**config.mk**
```make
export PLATFORM = sky130hd
export DESIGN_NAME = uart_frame_parser
export DESIGN_NICKNAME = d
export VERILOG_FILES = /design/src/rtl/uart_frame_parser_pkg.sv /design/src/rtl/uart_frame_parser_buf.sv /design/src/rtl/uart_frame_parser.sv
export SDC_FILE = /design/constraint.sdc
export NUM_CORES = 1
export LEC_CHECK = 0
export ABC_AREA = 1
export CORE_ASPECT_RATIO = 1.1
export CORE_MARGIN = 5
export CORE_UTILIZATION = 55
export CTS_BUF_LIST = sky130_fd_sc_hd__clkbuf_8
export DETAILED_ROUTE_END_ITERATION = 16
export PLACE_DENSITY = 0.73
export SYNTH_ARGS = -nofsm -noshare
export SYNTH_HDL_FRONTEND = slang
export SYNTH_SLANG_ARGS = --single-unit
```
**constraint.sdc**
```tcl
create_clock -name iClk -period 2.4 [get_ports iClk]
set_clock_uncertainty 0.1 [all_clocks]
set_input_delay 0.24 -clock iClk [delete_from_list [all_inputs] [get_ports iClk]]
set_output_delay 0.24 -clock iClk [all_outputs]
set_load 0.005 [all_outputs]
```
**src/rtl/uart_frame_parser_pkg.sv**
```systemverilog
// Shared constants for the UART frame parser: FSM encodings, error codes and helpers.
`default_nettype none

package uart_frame_parser_pkg;

  localparam logic [2:0] S_IDLE    = 3'd0;
  localparam logic [2:0] S_LEN     = 3'd1;
  localparam logic [2:0] S_PAYLOAD = 3'd2;
  localparam logic [2:0] S_CHK     = 3'd3;
  localparam logic [2:0] S_OUT     = 3'd4;

  localparam logic [1:0] ERR_NONE = 2'd0;
  localparam logic [1:0] ERR_LEN  = 2'd1;
  localparam logic [1:0] ERR_CHK  = 2'd2;
  localparam logic [1:0] ERR_TMO  = 2'd3;

  localparam logic [7:0] SOF_DEFAULT = 8'hA5;

  function automatic logic [7:0] sat_inc8(input logic [7:0] v);
    return (v == 8'hFF) ? v : v + 8'd1;
  endfunction

endpackage

`default_nettype wire

```
**src/rtl/uart_frame_parser_buf.sv**
```systemverilog
// Payload store: register array with a synchronous write port and a combinational read port.
`default_nettype none

module uart_frame_parser_buf #(
  parameter int DEPTH  = 16,
  parameter int ADDR_W = 4
) (
  input  logic              clk,
  input  logic              wr_en,
  input  logic [ADDR_W-1:0] wr_addr,
  input  logic [7:0]        wr_data,
  input  logic [ADDR_W-1:0] rd_addr,
  output logic [7:0]        rd_data
);

  logic [7:0] mem [DEPTH];

  always_ff @(posedge clk) begin
    if (wr_en) begin
      mem[wr_addr] <= wr_data;
    end
  end

  assign rd_data = mem[rd_addr];

endmodule

`default_nettype wire

```
**src/rtl/uart_frame_parser.sv**
```systemverilog
// Parses SOF/LEN/payload/CHK frames from a UART byte strobe and replays verified
// payloads as a valid/ready byte stream.
`default_nettype none

module uart_frame_parser
  import uart_frame_parser_pkg::*;
#(
  parameter int         CLK_FREQ     = 125_000_000,
  parameter int         BAUD_RATE    = 115_200,
  parameter int         MAX_LEN      = 16,
  parameter logic [7:0] SOF_BYTE     = SOF_DEFAULT,
  parameter int         TIMEOUT_CLKS = (CLK_FREQ / BAUD_RATE) * 20
) (
  input  logic                         iClk,
  input  logic                         iRst_n,
  input  logic [7:0]                   iRxByte,
  input  logic                         iRxDone,
  output logic [7:0]                   oData,
  output logic                         oValid,
  input  logic                         iReady,
  output logic                         oLast,
  output logic [$clog2(MAX_LEN+1)-1:0] oLen,
  output logic                         oFrameOk,
  output logic                         oFrameErr,
  output logic [1:0]                   oErrCode,
  output logic [7:0]                   oDropCnt
);

  localparam int LEN_W  = $clog2(MAX_LEN + 1);
  localparam int ADDR_W = (MAX_LEN > 1) ? $clog2(MAX_LEN) : 1;
  localparam int TMO_W  = $clog2(TIMEOUT_CLKS + 1);
  localparam logic [7:0]       MAX_LEN_B = 8'(MAX_LEN);
  localparam logic [TMO_W-1:0] TMO_LAST  = TMO_W'(TIMEOUT_CLKS - 1);

  logic [2:0]       state;
  logic [LEN_W-1:0] len;
  logic [LEN_W-1:0] len_m1;
  logic [LEN_W-1:0] wr_ptr;
  logic [LEN_W-1:0] rd_ptr;
  logic [7:0]       sum;
  logic [7:0]       chk_sum;
  logic [TMO_W-1:0] gap_cnt;
  logic             frame_ok;
  logic             frame_err;
  logic [1:0]       err_code;
  logic [7:0]       drop_cnt;
  logic [7:0]       rd_data;
  logic             timed_state;
  logic             timeout;
  logic             len_bad;
  logic             buf_wr;

  assign len_m1      = len - LEN_W'(1);
  assign chk_sum     = sum + iRxByte;
  assign len_bad     = (iRxByte == 8'd0) || (iRxByte > MAX_LEN_B);
  assign timed_state = (state == S_LEN) || (state == S_PAYLOAD) || (state == S_CHK);
  // A strobe landing on the terminal count takes priority over the timeout.
  assign timeout     = timed_state && !iRxDone && (gap_cnt == TMO_LAST);
  assign buf_wr      = (state == S_PAYLOAD) && iRxDone;

  uart_frame_parser_buf #(
    .DEPTH  (MAX_LEN),
    .ADDR_W (ADDR_W)
  ) u_buf (
    .clk     (iClk),
    .wr_en   (buf_wr),
    .wr_addr (wr_ptr[ADDR_W-1:0]),
    .wr_data (iRxByte),
    .rd_addr (rd_ptr[ADDR_W-1:0]),
    .rd_data (rd_data)
  );

  always_ff @(posedge iClk or negedge iRst_n) begin
    if (!iRst_n) begin
      state     <= S_IDLE;
      len       <= '0;
      wr_ptr    <= '0;
      rd_ptr    <= '0;
      sum       <= 8'd0;
      gap_cnt   <= '0;
      frame_ok  <= 1'b0;
      frame_err <= 1'b0;
      err_code  <= ERR_NONE;
      drop_cnt  <= 8'd0;
    end else begin
      frame_ok  <= 1'b0;
      frame_err <= 1'b0;

      if (iRxDone || !timed_state) begin
        gap_cnt <= '0;
      end else begin
        gap_cnt <= gap_cnt + 1'b1;
      end

      if (timeout) begin
        frame_err <= 1'b1;
        err_code  <= ERR_TMO;
        state     <= S_IDLE;
      end else begin
        case (state)
          S_IDLE: begin
            if (iRxDone && (iRxByte == SOF_BYTE)) begin
              state <= S_LEN;
            end
          end
          S_LEN: begin
            if (iRxDone) begin
              if (len_bad) begin
                frame_err <= 1'b1;
                err_code  <= ERR_LEN;
                state     <= S_IDLE;
              end else begin
                len    <= iRxByte[LEN_W-1:0];
                sum    <= iRxByte;
                wr_ptr <= '0;
                state  <= S_PAYLOAD;
              end
            end
          end
          S_PAYLOAD: begin
            if (iRxDone) begin
              sum    <= chk_sum;
              wr_ptr <= wr_ptr + 1'b1;
              if (wr_ptr == len_m1) begin
                state <= S_CHK;
              end
            end
          end
          S_CHK: begin
            if (iRxDone) begin
              if (chk_sum == 8'd0) begin
                frame_ok <= 1'b1;
                rd_ptr   <= '0;
                state    <= S_OUT;
              end else begin
                frame_err <= 1'b1;
                err_code  <= ERR_CHK;
                state     <= S_IDLE;
              end
            end
          end
          S_OUT: begin
            // The receiver cannot be stalled, so bytes arriving mid-stream are lost.
            if (iRxDone) begin
              drop_cnt <= sat_inc8(drop_cnt);
            end
            if (iReady) begin
              rd_ptr <= rd_ptr + 1'b1;
              if (rd_ptr == len_m1) begin
                state <= S_IDLE;
              end
            end
          end
          default: state <= S_IDLE;
        endcase
      end
    end
  end

  assign oValid    = (state == S_OUT);
  assign oData     = oValid ? rd_data : 8'h00;
  assign oLast     = oValid && (rd_ptr == len_m1);
  assign oLen      = oValid ? len : '0;
  assign oFrameOk  = frame_ok;
  assign oFrameErr = frame_err;
  assign oErrCode  = err_code;
  assign oDropCnt  = drop_cnt;

endmodule

`default_nettype wire

```
==> impl_metrics.ini <==
[critical_path]
startpoint_type = flop
slowest_stage = dfrtp_2
path_class = reg2out
path_delay_family = compound AO/OA/AOI/OAI gates
cp_max_fo = 4
cp.arrival_ns = 2.13
critPathLaunch = rd_ptr[0]$_DFFE_PN0P_
crit_buf_inv = 4
reg2reg_from = sum[0]$_DFFE_PN0P_
cpPeakStageDelay_ns = 0.50
worst_ep_required_time_ns = 2.06
path_cells = inv_4 -> buf_8 -> clkbuf_16 -> o21ai_2 -> o22ai_1 -> o211ai_1 -> a21oi_2 -> buf_2
cp-end-kind = output pin

[clock_network]
clock_path_buffers = 2
cts_num_sinks = 181
cts_root_buffer = clkbuf_8
cts_tree = yes
cts.reportedPaths.clkPinSlew_ns = 0.08
clk_latency_ns = 0.47
cts-buffers-inserted = 17
htree_num_levels = 4

[sta]
whs_ns = 0.05290
fin_crit_sh = 1.029
finalSetupViolations = 6
slew_headroom = 0.5702
fmax_ghz = 0.4050
finalHoldViolCount = 0
layout_setup_ws_ns = -0.06888
rsz0062_at_grt = yes
final_max_slew_viol_count = 0
tightest_slew_ns = 0.6448
finalCriticalPeriod_ns = 2.469

[power_and_ir_drop]
combinationalPowerShare = 0.231
power.switching_mw = 2.323
switching_share = 0.3171
power_frac_clock = 0.264
vdd_drop_max_mv = 0.4139
intPower_mw = 5.002
fin_total_pwr_mw = 7.324
power.leakage_nw = 4.067
power_frac_seq = 0.505
power.density_mw_per_mm2 = 713.0

[min_path]
min_from = iRxByte[0]
hp-class = in2reg

[logic_synthesis]
synthesis.area_mm2 = 0.008468
synth_edf_count = 128
synthMuxAreaShare = 0.001330
synth-xor-area-share = 0.01965
synth-seq-cells = 181
synthFlopType = edfxtp_1
synthSimpleGateAreaFrac = 0.1876
yosysUniqueCellTypes = 40
ys_async_sr_fraction = 0.2928
yosysWarnings = 0
syn_nets = 858
synth_compound_area_frac = 0.1116
synth_top_family_by_area = simple AND/OR/NAND/NOR gates
synth_fa_ha_area_frac = 0.02453
ys_seq_area_frac = 0.6105
postSynthCellCount = 830
synth.avg_cell_area_um2 = 10.20

[placed_design]
post-place-ws_ns = -0.3669
io_buffers = 38
dpl.hpwl_mm = 14.31
gp_congestion = 0.8627

[global_routing]
grt_first_pass_wirelength_mm = 33.80
grt_max_degree = 37
globalRouteTotalUtil = 0.2418
grt_pass1_vias = 6623
overflow = 0
antenna_found_initial = 0

[floorplan]
die_w_um = 128.3
fp.dieArea_mm2 = 0.01798
coreArea_mm2 = 0.01511
std_cell_rows = 47
ios = 39
start_util = 0.5603
die_h_um = 140.1

[final_layout]
diodes = 0
layout-drive-gt1-share = 0.2134
syn2layout_area_growth_pct = 21.31
fin_nets = 958

[drt]
vias = 6593
drt-pass1-iter-count = 7
drt_iter0_drc = 673
drcViolationCount = 0
drt-total-wl_mm = 21.76
detail_route.wl_per_cell_um = 19.12
ant_nets = 0
viasPerCell = 5.793

[outcome]
violations = setup timing
outcome = finished, violations left

[run]
cap_violations = 0
-- cells in the final DEF (no fill, tap or decap), types with 18 or more instances in the layout --
| master | instances |
|---|---|
| a21oi_1 | 18 |
| buf_4 | 54 |
| clkdlybuf4s50_1 | 27 |
| dfrtp_1 | 52 |
| edfxtp_1 | 128 |
| inv_1 | 51 |
| nand2_1 | 128 |
| nand3_1 | 49 |
| nor2_1 | 116 |
| nor2_2 | 22 |
| o21ai_0 | 63 |
-- area by class of cell --
cell class                      count  area [µm²]
Clock buffer                       17       234.0
Clock inverter                     14       127.6
Fill cell                        1100        4841
Inverter                           62       237.7
Multi-Input combinational cell    556        3136
Sequential cell                   181        5171
Tap cell                          196       245.2
Timing Repair Buffer              112        1121
-- layer usage --
metal	global-route usage	wire, µm	up-vias	part of all wire
met5	0	0	-	0
met4	0.08659	604	0	0.028
met3	0.04608	1297	42	0.060
met2	0.4033	10900	265	0.50
met1	0.3156	8959	3200	0.41
li1	-	-	3086	-
-- worst paths after layout --
path / cells past startpoint / to / slack, ns
worst max-delay path: 8 / oData[6] / -0.07
worst min-delay path: 1 / u_buf.mem[8][0]$_DFFE_PP_ / 0.05
worst max register to register: 15 / rd_ptr[1]$_DFFE_PN0P_ / 0.15
worst min register to register: 1 / gap_cnt[14]$_DFF_PN0_ / 0.38
max in group asynchronous: 3 / oDropCnt[4]$_DFFE_PN0P_ / 1.29
min in group asynchronous: 2 / gap_cnt[11]$_DFF_PN0_ / 0.22
-- cells in the mapped netlist (15+ instances only) --
cell | count | area (µm²)
nor2_1 | 127 | 476.7
clkbuf_1 | 15 | 56.30
o221ai_1 | 20 | 175.2
a21oi_1 | 23 | 115.1
nand2_1 | 131 | 491.7
o21ai_0 | 85 | 425.4
inv_1 | 55 | 206.5
edfxtp_1 | 128 | 3844
ha_1 | 15 | 187.7
dfrtp_1 | 53 | 1326
nand3_1 | 51 | 255.2
-- timing repair --
action | CTS | global route
cloned | 3 | 3
buffers inserted | 6 | 5
hold buffers | 1 | 0
setup endpoints to repair | 9 | 24
resized for setup | 73 | 59
hold endpoints to repair | 24 | 0
pin swaps | 32 | 34
-- flip-flops by register name, summed over array words and instances (netlist names) --
signal / count
rd_ptr: 5
len: 5
oErrCode: 2
u_buf.mem: 128
oFrameErr: 1
oFrameOk: 1
state: 3
oDropCnt: 8
sum: 8
gap_cnt: 15
wr_ptr: 5
-- power by group through the flow --
| stage | Clock (mW) | Combinational [mW] | Sequential, mW |
|---|---|---|---|
| 2_1_floorplan | 0 | 1.13 | 3.71 |
| 3_3_place_gp | 0 | 1.53 | 3.74 |
| 3_5_place_dp | 0 | 1.59 | 3.75 |
| 4_1_cts | 1.96 | 1.64 | 3.69 |
| 5_1_grt | 2.10 | 1.91 | 3.72 |
| 6_report | 1.93 | 1.69 | 3.70 |
-- metrics by stage --
step / util / TNS (ns) / area (µm²) / std cells
3_5_place_dp: 0.6234 / -3.359 / 9422 / 1090
5_1_grt: 0.6797 / -0.8658 / 10270 / 1138
4_1_cts: 0.6595 / -0.2092 / 9967 / 1130
6_report: 0.6797 / -0.2072 / 10270 / 1138
3_3_place_gp: 0.6234 / -2.427 / 9422 / 1090
2_1_floorplan: - / 0 / 8468 / 830
-- logic make-up (layout without fill, tap and decap cells) --
| kind of cell | after synthesis | in the layout |
|---|---|---|
| adders and majority gates | 16 | 16 |
| DFF | 181 | 181 |
| buffers and inverters | 93 | 205 |
| xor gates and xnor gates | 19 | 19 |
| and+or+nand+nor | 359 | 359 |
| AOI/OAI and AO/OA | 161 | 161 |
| muxes | 1 | 1 |
(Power assumes the default switching activity.)
